[config.mk]
export PLATFORM = sky130hd
export DESIGN_NAME = dm_arbiter_flat
export DESIGN_NICKNAME = d
export VERILOG_FILES = /design/src/rtl/dm_arb_pkg.sv /design/src/rtl/dm_arbiter_if.sv /design/src/rtl/dm_arbiter_rr_arb2.sv /design/src/rtl/dm_arbiter.sv /design/src/flat_wrapper.sv
export SDC_FILE = /design/constraint.sdc
export NUM_CORES = 1
export LEC_CHECK = 0
export ABC_AREA = 1
export BUFFER_PORTS_ARGS = -buffer_cell sky130_fd_sc_hd__buf_2
export CAP_MARGIN = 30
export CORE_ASPECT_RATIO = 1.2
export CORE_MARGIN = 2
export CORE_UTILIZATION = 44
export CTS_BUF_LIST = sky130_fd_sc_hd__clkbuf_16
export DETAILED_ROUTE_END_ITERATION = 7
export PLACE_DENSITY_LB_ADDON = 0.12
export SLEW_MARGIN = 20
export SYNTH_ARGS = -nofsm -noshare
export SYNTH_HDL_FRONTEND = slang
export SYNTH_HIERARCHICAL = 1
export SYNTH_SLANG_ARGS = --single-unit
[constraint.sdc]
create_clock -name clk -period 1.5 [get_ports clk]
set_input_delay 0.3 -clock clk [delete_from_list [all_inputs] [get_ports clk]]
set_output_delay 0.3 -clock clk [all_outputs]
set_load 0.01 [all_outputs]
[src/rtl/dm_arb_pkg.sv]
// dm_arb_pkg: FSM state encoding and default word-address width for the data-memory arbiter.
package dm_arb_pkg;
    localparam int N_DEF = 7;
    typedef enum logic [1:0] {IDLE = 2'd0, ISSUE = 2'd1, RESP = 2'd2} state_e;
endpackage

[src/rtl/dm_arbiter_if.sv]
// dm_arbiter_if: the two requester ports plus the single data-memory port seen by the arbiter.
interface dm_arbiter_if import dm_arb_pkg::*; #(parameter int N = N_DEF);
    logic          req0, req1, we0, we1;
    logic [N-1:0]  addr0, addr1;
    logic [31:0]   wdata0, wdata1;
    logic          ack0, ack1, busy;
    logic [31:0]   rdata;
    logic          mem_ena, mem_wea;
    logic [N-1:0]  mem_addra;
    logic [31:0]   mem_dina, mem_douta;
    modport slave (
        input  req0, req1, we0, we1, addr0, addr1, wdata0, wdata1, mem_douta,
        output ack0, ack1, rdata, busy, mem_ena, mem_wea, mem_addra, mem_dina
    );
    modport master (
        output req0, req1, we0, we1, addr0, addr1, wdata0, wdata1, mem_douta,
        input  ack0, ack1, rdata, busy, mem_ena, mem_wea, mem_addra, mem_dina
    );
endinterface

[src/rtl/dm_arbiter_rr_arb2.sv]
// rr_arb2: two-way round-robin pick; on a tie the port that did not win last time is chosen.
module rr_arb2 (
    input  logic [1:0] req_i,
    input  logic       last_i,
    output logic       grant_o
);
    always_comb grant_o = &req_i ? ~last_i : req_i[1];
endmodule

[src/rtl/dm_arbiter.sv]
// dm_arbiter: serialises two requesters onto one registered data-memory port,
// one access per three cycles (IDLE -> ISSUE -> RESP).
module dm_arbiter import dm_arb_pkg::*; #(parameter int N = N_DEF) (
    input logic         clk,
    input logic         rst,
    dm_arbiter_if.slave bus
);
    state_e        state_q;
    logic          last_q, own_q, we_q, ena_q, ack0_q, ack1_q, gnt;
    logic [N-1:0]  addr_q;
    logic [31:0]   wdata_q;
    rr_arb2 u_rr (.req_i({bus.req1, bus.req0}), .last_i(last_q), .grant_o(gnt));
    always_ff @(posedge clk) begin
        if (rst) begin
            state_q <= IDLE;
            last_q  <= 1'b1;
            own_q   <= 1'b0;
            we_q    <= 1'b0;
            addr_q  <= '0;
            wdata_q <= '0;
            ena_q   <= 1'b0;
            ack0_q  <= 1'b0;
            ack1_q  <= 1'b0;
        end else begin
            case (state_q)
                IDLE: if (bus.req0 | bus.req1) begin
                    state_q <= ISSUE;
                    own_q   <= gnt;
                    last_q  <= gnt;
                    we_q    <= gnt ? bus.we1 : bus.we0;
                    addr_q  <= gnt ? bus.addr1 : bus.addr0;
                    wdata_q <= gnt ? bus.wdata1 : bus.wdata0;
                    ena_q   <= 1'b1;
                end
                ISSUE: begin
                    state_q <= RESP;
                    ena_q   <= 1'b0;
                    ack0_q  <= ~own_q;
                    ack1_q  <= own_q;
                end
                default: begin
                    state_q <= IDLE;
                    ack0_q  <= 1'b0;
                    ack1_q  <= 1'b0;
                end
            endcase
        end
    end
    // memory drive is gated by the ISSUE pulse so the port reads as all-zero otherwise
    assign bus.busy      = state_q != IDLE;
    assign bus.mem_ena   = ena_q;
    assign bus.mem_wea   = ena_q & we_q;
    assign bus.mem_addra = ena_q ? addr_q : '0;
    assign bus.mem_dina  = ena_q ? wdata_q : '0;
    assign bus.ack0      = ack0_q;
    assign bus.ack1      = ack1_q;
    assign bus.rdata     = !(ack0_q | ack1_q) ? '0 : we_q ? wdata_q : bus.mem_douta;
endmodule

[src/flat_wrapper.sv]
// flat-port wrapper written by rule: the top's interface ports become plain ports
module dm_arbiter_flat import dm_arb_pkg::*;
#(parameter int N = N_DEF)
  (clk, rst, bus_req0, bus_req1, bus_we0, bus_we1, bus_addr0, bus_addr1, bus_wdata0, bus_wdata1, bus_mem_douta, bus_ack0, bus_ack1, bus_rdata, bus_busy, bus_mem_ena, bus_mem_wea, bus_mem_addra, bus_mem_dina);
  dm_arbiter_if #(.N(N)) bus_i ();
  input logic clk;
  input logic rst;
  input wire logic [$bits(bus_i.req0)-1:0] bus_req0;
  input wire logic [$bits(bus_i.req1)-1:0] bus_req1;
  input wire logic [$bits(bus_i.we0)-1:0] bus_we0;
  input wire logic [$bits(bus_i.we1)-1:0] bus_we1;
  input wire logic [$bits(bus_i.addr0)-1:0] bus_addr0;
  input wire logic [$bits(bus_i.addr1)-1:0] bus_addr1;
  input wire logic [$bits(bus_i.wdata0)-1:0] bus_wdata0;
  input wire logic [$bits(bus_i.wdata1)-1:0] bus_wdata1;
  input wire logic [$bits(bus_i.mem_douta)-1:0] bus_mem_douta;
  output wire logic [$bits(bus_i.ack0)-1:0] bus_ack0;
  output wire logic [$bits(bus_i.ack1)-1:0] bus_ack1;
  output wire logic [$bits(bus_i.rdata)-1:0] bus_rdata;
  output wire logic [$bits(bus_i.busy)-1:0] bus_busy;
  output wire logic [$bits(bus_i.mem_ena)-1:0] bus_mem_ena;
  output wire logic [$bits(bus_i.mem_wea)-1:0] bus_mem_wea;
  output wire logic [$bits(bus_i.mem_addra)-1:0] bus_mem_addra;
  output wire logic [$bits(bus_i.mem_dina)-1:0] bus_mem_dina;
  assign bus_i.req0 = bus_req0;
  assign bus_i.req1 = bus_req1;
  assign bus_i.we0 = bus_we0;
  assign bus_i.we1 = bus_we1;
  assign bus_i.addr0 = bus_addr0;
  assign bus_i.addr1 = bus_addr1;
  assign bus_i.wdata0 = bus_wdata0;
  assign bus_i.wdata1 = bus_wdata1;
  assign bus_i.mem_douta = bus_mem_douta;
  assign bus_ack0 = bus_i.ack0;
  assign bus_ack1 = bus_i.ack1;
  assign bus_rdata = bus_i.rdata;
  assign bus_busy = bus_i.busy;
  assign bus_mem_ena = bus_i.mem_ena;
  assign bus_mem_wea = bus_i.mem_wea;
  assign bus_mem_addra = bus_i.mem_addra;
  assign bus_mem_dina = bus_i.mem_dina;
  dm_arbiter #(.N(N)) u_core (.clk(clk), .rst(rst), .bus(bus_i));
endmodule
==> results.txt <==
----------------------------------------------------
[Critical path]
  Setup crit start kind ... flop
  Worst reg2reg path startpoint ... u_core/last_q
  Depth of the worst register-to-register path ... 5
  Reg-to-reg critical path endpoint ... u_core/wdata_q[11]
  Worst-case register-to-register setup slack ... 0.32 ns
  Startpoint-to-endpoint class of the critical path ... flop to output port
  Critical Path Fanout Max ... 16
  Cell count along the critical path ... 4
  Crit path max-delay family ... flip-flops
  Sequence of cells on the critical path ... buf_12 > nor2_1 > a211oi_1 > buf_2
  CP startpoint ... u_core/we_q
  Required time of the worst setup path ... 1.20 ns
  Worst EP arrival ... 1.27 ns
  Crit path buffers/inverters ... 2
  Nature of the critical path endpoint ... output port
  Stage delay of the slowest cell on the critical path ... 0.44 ns
  Worst-path cell with the longest stage delay ... dfxtp_4

[Routing]
  WL per Instance ... 10.81 um
  Number of iterations in the first detailed-routing pass ... 4
  Initial DRC Count ... 117
  Via count ... 3810
  Final Routed Wirelength ... 9.061 mm
  DRC errors left ... 0
  Number of vias per cell ... 4.547
  Final ANT Viol Nets ... 0

[Timing]
  Setup repair after global routing missed its margin ... true
  Final max-slew violation count ... 0
  Highest attainable clock frequency ... 638.2 MHz
  Final-layout setup total negative slack ... -1.243 ns
  Number of failing hold endpoints at the final stage ... 0
  Final number of setup-violating endpoints ... 32
  Fin worst setup slack ... -0.06701 ns
  Worst Max-Slew Pin Slew ... 0.2270 ns
  Relative slew slack ... 84.71%
  Final Critical Period ... 1.567 ns
  Ratio of final minimum period to clock period ... 104.5%
  Setup Skew ... 0.003007 ns

[Clock tree]
  Clock tree from TritonCTS ... yes
  Clock tree root buffer cell ... clkbuf_16
  Maximum root-to-sink buffer count ... 2
  Num CTS Buffers ... 5
  Setup repair bufs after CTS ... 0
  H-tree Lvls ... 2
  Clock input transition at the sequential cells of the worst setup and hold paths ... 0.06 ns
  Clock net sink count ... 47
  Clock Latency Late Sink ... 0.28 ns
  # hold bufs at CTS ... 0

[Worst hold path]
  Beginning of the worst hold path ... rst
  Hold endpoint ... u_core/bus.ack1
  Number of cells on the worst hold path ... 2
  Min-delay worst type ... input pin to flop

[Die]
  Initial cell density of the core ... 45.87%
  Die W ... 81.40 um
  Number of top-level design ports ... 192
  Die area ... 7886 um^2
  DIE HEIGHT ... 96.88 um
  Number of placement rows ... 33
  Total core area ... 6895 um^2

[Synth]
  Synthesized netlist net count ... 690
  Number of register bits inferred by synthesis ... 47
  Post-synth top area cell ... dfxtp_1
  Number of flops mapped to enable cells by yosys ... 0
  Commonest cells in the synthesized netlist ... nand2_1 (166), inv_1 (126), nor2_1 (115), dfxtp_1 (47), o21ai_0 (42)
  Fraction of the yosys area taken by sequential cells ... 29.75%
  Dominant cell by count in the synthesized netlist ... nand2_1
  Unique cell type count in the Yosys netlist ... 17
  Synthesized cell area ... 3163 um^2
  Cells taking the most area after synthesis ... dfxtp_1 (30%), nand2_1 (20%), inv_1 (15%)
  Fraction of registers with async set or reset after synthesis ... 0%
  Warning count from the yosys run ... 6
  Gate count after technology mapping ... 574
  Mean instance size in the synthesized netlist ... 5.511 um^2
  Share of Yosys cell area claimed by the top area cell type ... 29.75%
  Most used DFF post-synth ... dfxtp_1

[Global route]
  Global routing usage on met1 ... 22.66%
  Maximum number of pins on one net before global-route repair ... 50
  Met3 track demand over resource ... 3.638%
  Global-route wire length before repair ... 13.55 mm
  GR met2 Demand/Resource ... 40.10%
  Total gr overflow ... 0
  All-Layer GR Usage ... 21.04%
  Initial antenna violation count ... 0
  Via count of the first global-routing pass ... 3236
  Most heavily used metal layer in global routing ... met2

[Flow run]
  Max Cap Violations ... 0

[Cells and area]
  Area growth from synthesis to layout ... 43.63%
  Utilization after layout ... 65.89%
  Fraction of layout instances using a drive strength above 1 ... 31.03%
  Final net count ... 866
  Diode insertion count for antenna repair ... 0
  Layout filler cell count ... 674

[Status]
  Run status ... finished with violations
  Violated checks ... setup timing

[Power and ir drop]
  Internal power ... 2.579 mW
  Net switching fraction of the power ... 33.56%
  Sw Pwr ... 1.303 mW
  Power per Cell Area ... 854.5 nW/um^2
  Comb pwr share ... 35.5%
  Sequential group share of total power ... 38.1%
  Maximum vdd drop ... 0.5532 mV
  Clock network fraction of total power ... 26.4%
  Leakage ... 2.874 nW

[Placed design]
  Half-perimeter wire length of the detailed placement result ... 6.367 mm
  Count of buffers from port buffering ... 191
  GP Congestion ... 0.7931

----------------------------------------------------
## power groups by stage
stage               Clock, mW  Combinational (mW)  Sequential [mW]
finish                   1.02                1.38             1.48
global route             1.12                1.55             1.50
floorplan                   0               0.817             1.48
global placement            0                1.25             1.49
CTS                      1.06                1.30             1.47
detailed placement          0                1.27             1.49
## cells by family (layout without fill, tap and decap cells)
kind of cell | count (synthesis) | after routing | synth area share (%)
AOI/OAI and AO/OA | 78 | 78 | 14.99
and+or+nand+nor | 286 | 286 | 34.37
DFF | 47 | 47 | 29.75
buffers and inverters | 163 | 340 | 20.89
## state kept, by name, indices dropped and copies added (netlist names)
signal	count
u_core/wdata_q	32
u_core/addr_q	7
u_core/state_q	2
u_core/bus.ack0	1
u_core/bus.ack1	1
u_core/bus.mem_ena	1
u_core/last_q	1
u_core/own_q	1
u_core/we_q	1
## what timing repair did
item                                    CTS  global route
gates resized for setup                  11            14
pin swaps                                 0             0
gates cloned                              0             3
endpoints found under the setup margin   32            46
## worst max path at each step
stage                     slack (ns)             to
after floorplan                 0.15  bus_rdata[13]
after global placement          0.22    u_core/we_q
after detailed placement        0.15  bus_rdata[14]
after CTS                      -0.06  bus_rdata[14]
after global routing           -0.15  bus_rdata[17]
final                          -0.07  bus_rdata[19]
## per-stage QoR
step                      hold slack, ns  instances  total power [mW]  setup WS (ns)  cell area, um^2
after global routing              0.2439        838             4.171        -0.1486             4543
after CTS                         0.2488        835             3.831       -0.06118             4404
after detailed placement          0.4731        827             2.767         0.1480             4225
final                             0.2574        838             3.882       -0.06701             4543
after global placement            0.4644        827             2.736         0.2230             4225
after floorplan                   0.3691        574             2.295         0.1536             3163
## per-layer routing
metal / share of wire [%] / up-vias
met5: 0 / -
met4: 1.3 / 0
met3: 6.0 / 13
met2: 51 / 116
met1: 42 / 1643
li1: - / 2038
## area by class of cell
cell class,count,area [um^2],area share (%)
multi-input cells,364,1654,36.41
clock inverters,3,11.26,0.2479
inverters,127,476.7,10.49
well taps,87,108.9,2.396
repair buffers,205,1220,26.85
clock buffers,5,125.1,2.754
flip-flops and latches,47,947.2,20.85
## placed cells by master, fill, tap and decap left out, types with 3 or more instances in the layout
cell       netlist  final
buf_12           0      7
dfxtp_1         47     44
buf_6            3      3
o21ai_0         42     42
nor2_1         115    113
nand3_1          3      3
buf_2           12    191
a211oi_2         0     15
clkinv_1         1      3
inv_1          126    127
clkbuf_16        0      8
a21oi_1          3      3
nand2_1        166    166
a211oi_1        32     17
(Power assumes the default switching activity.)
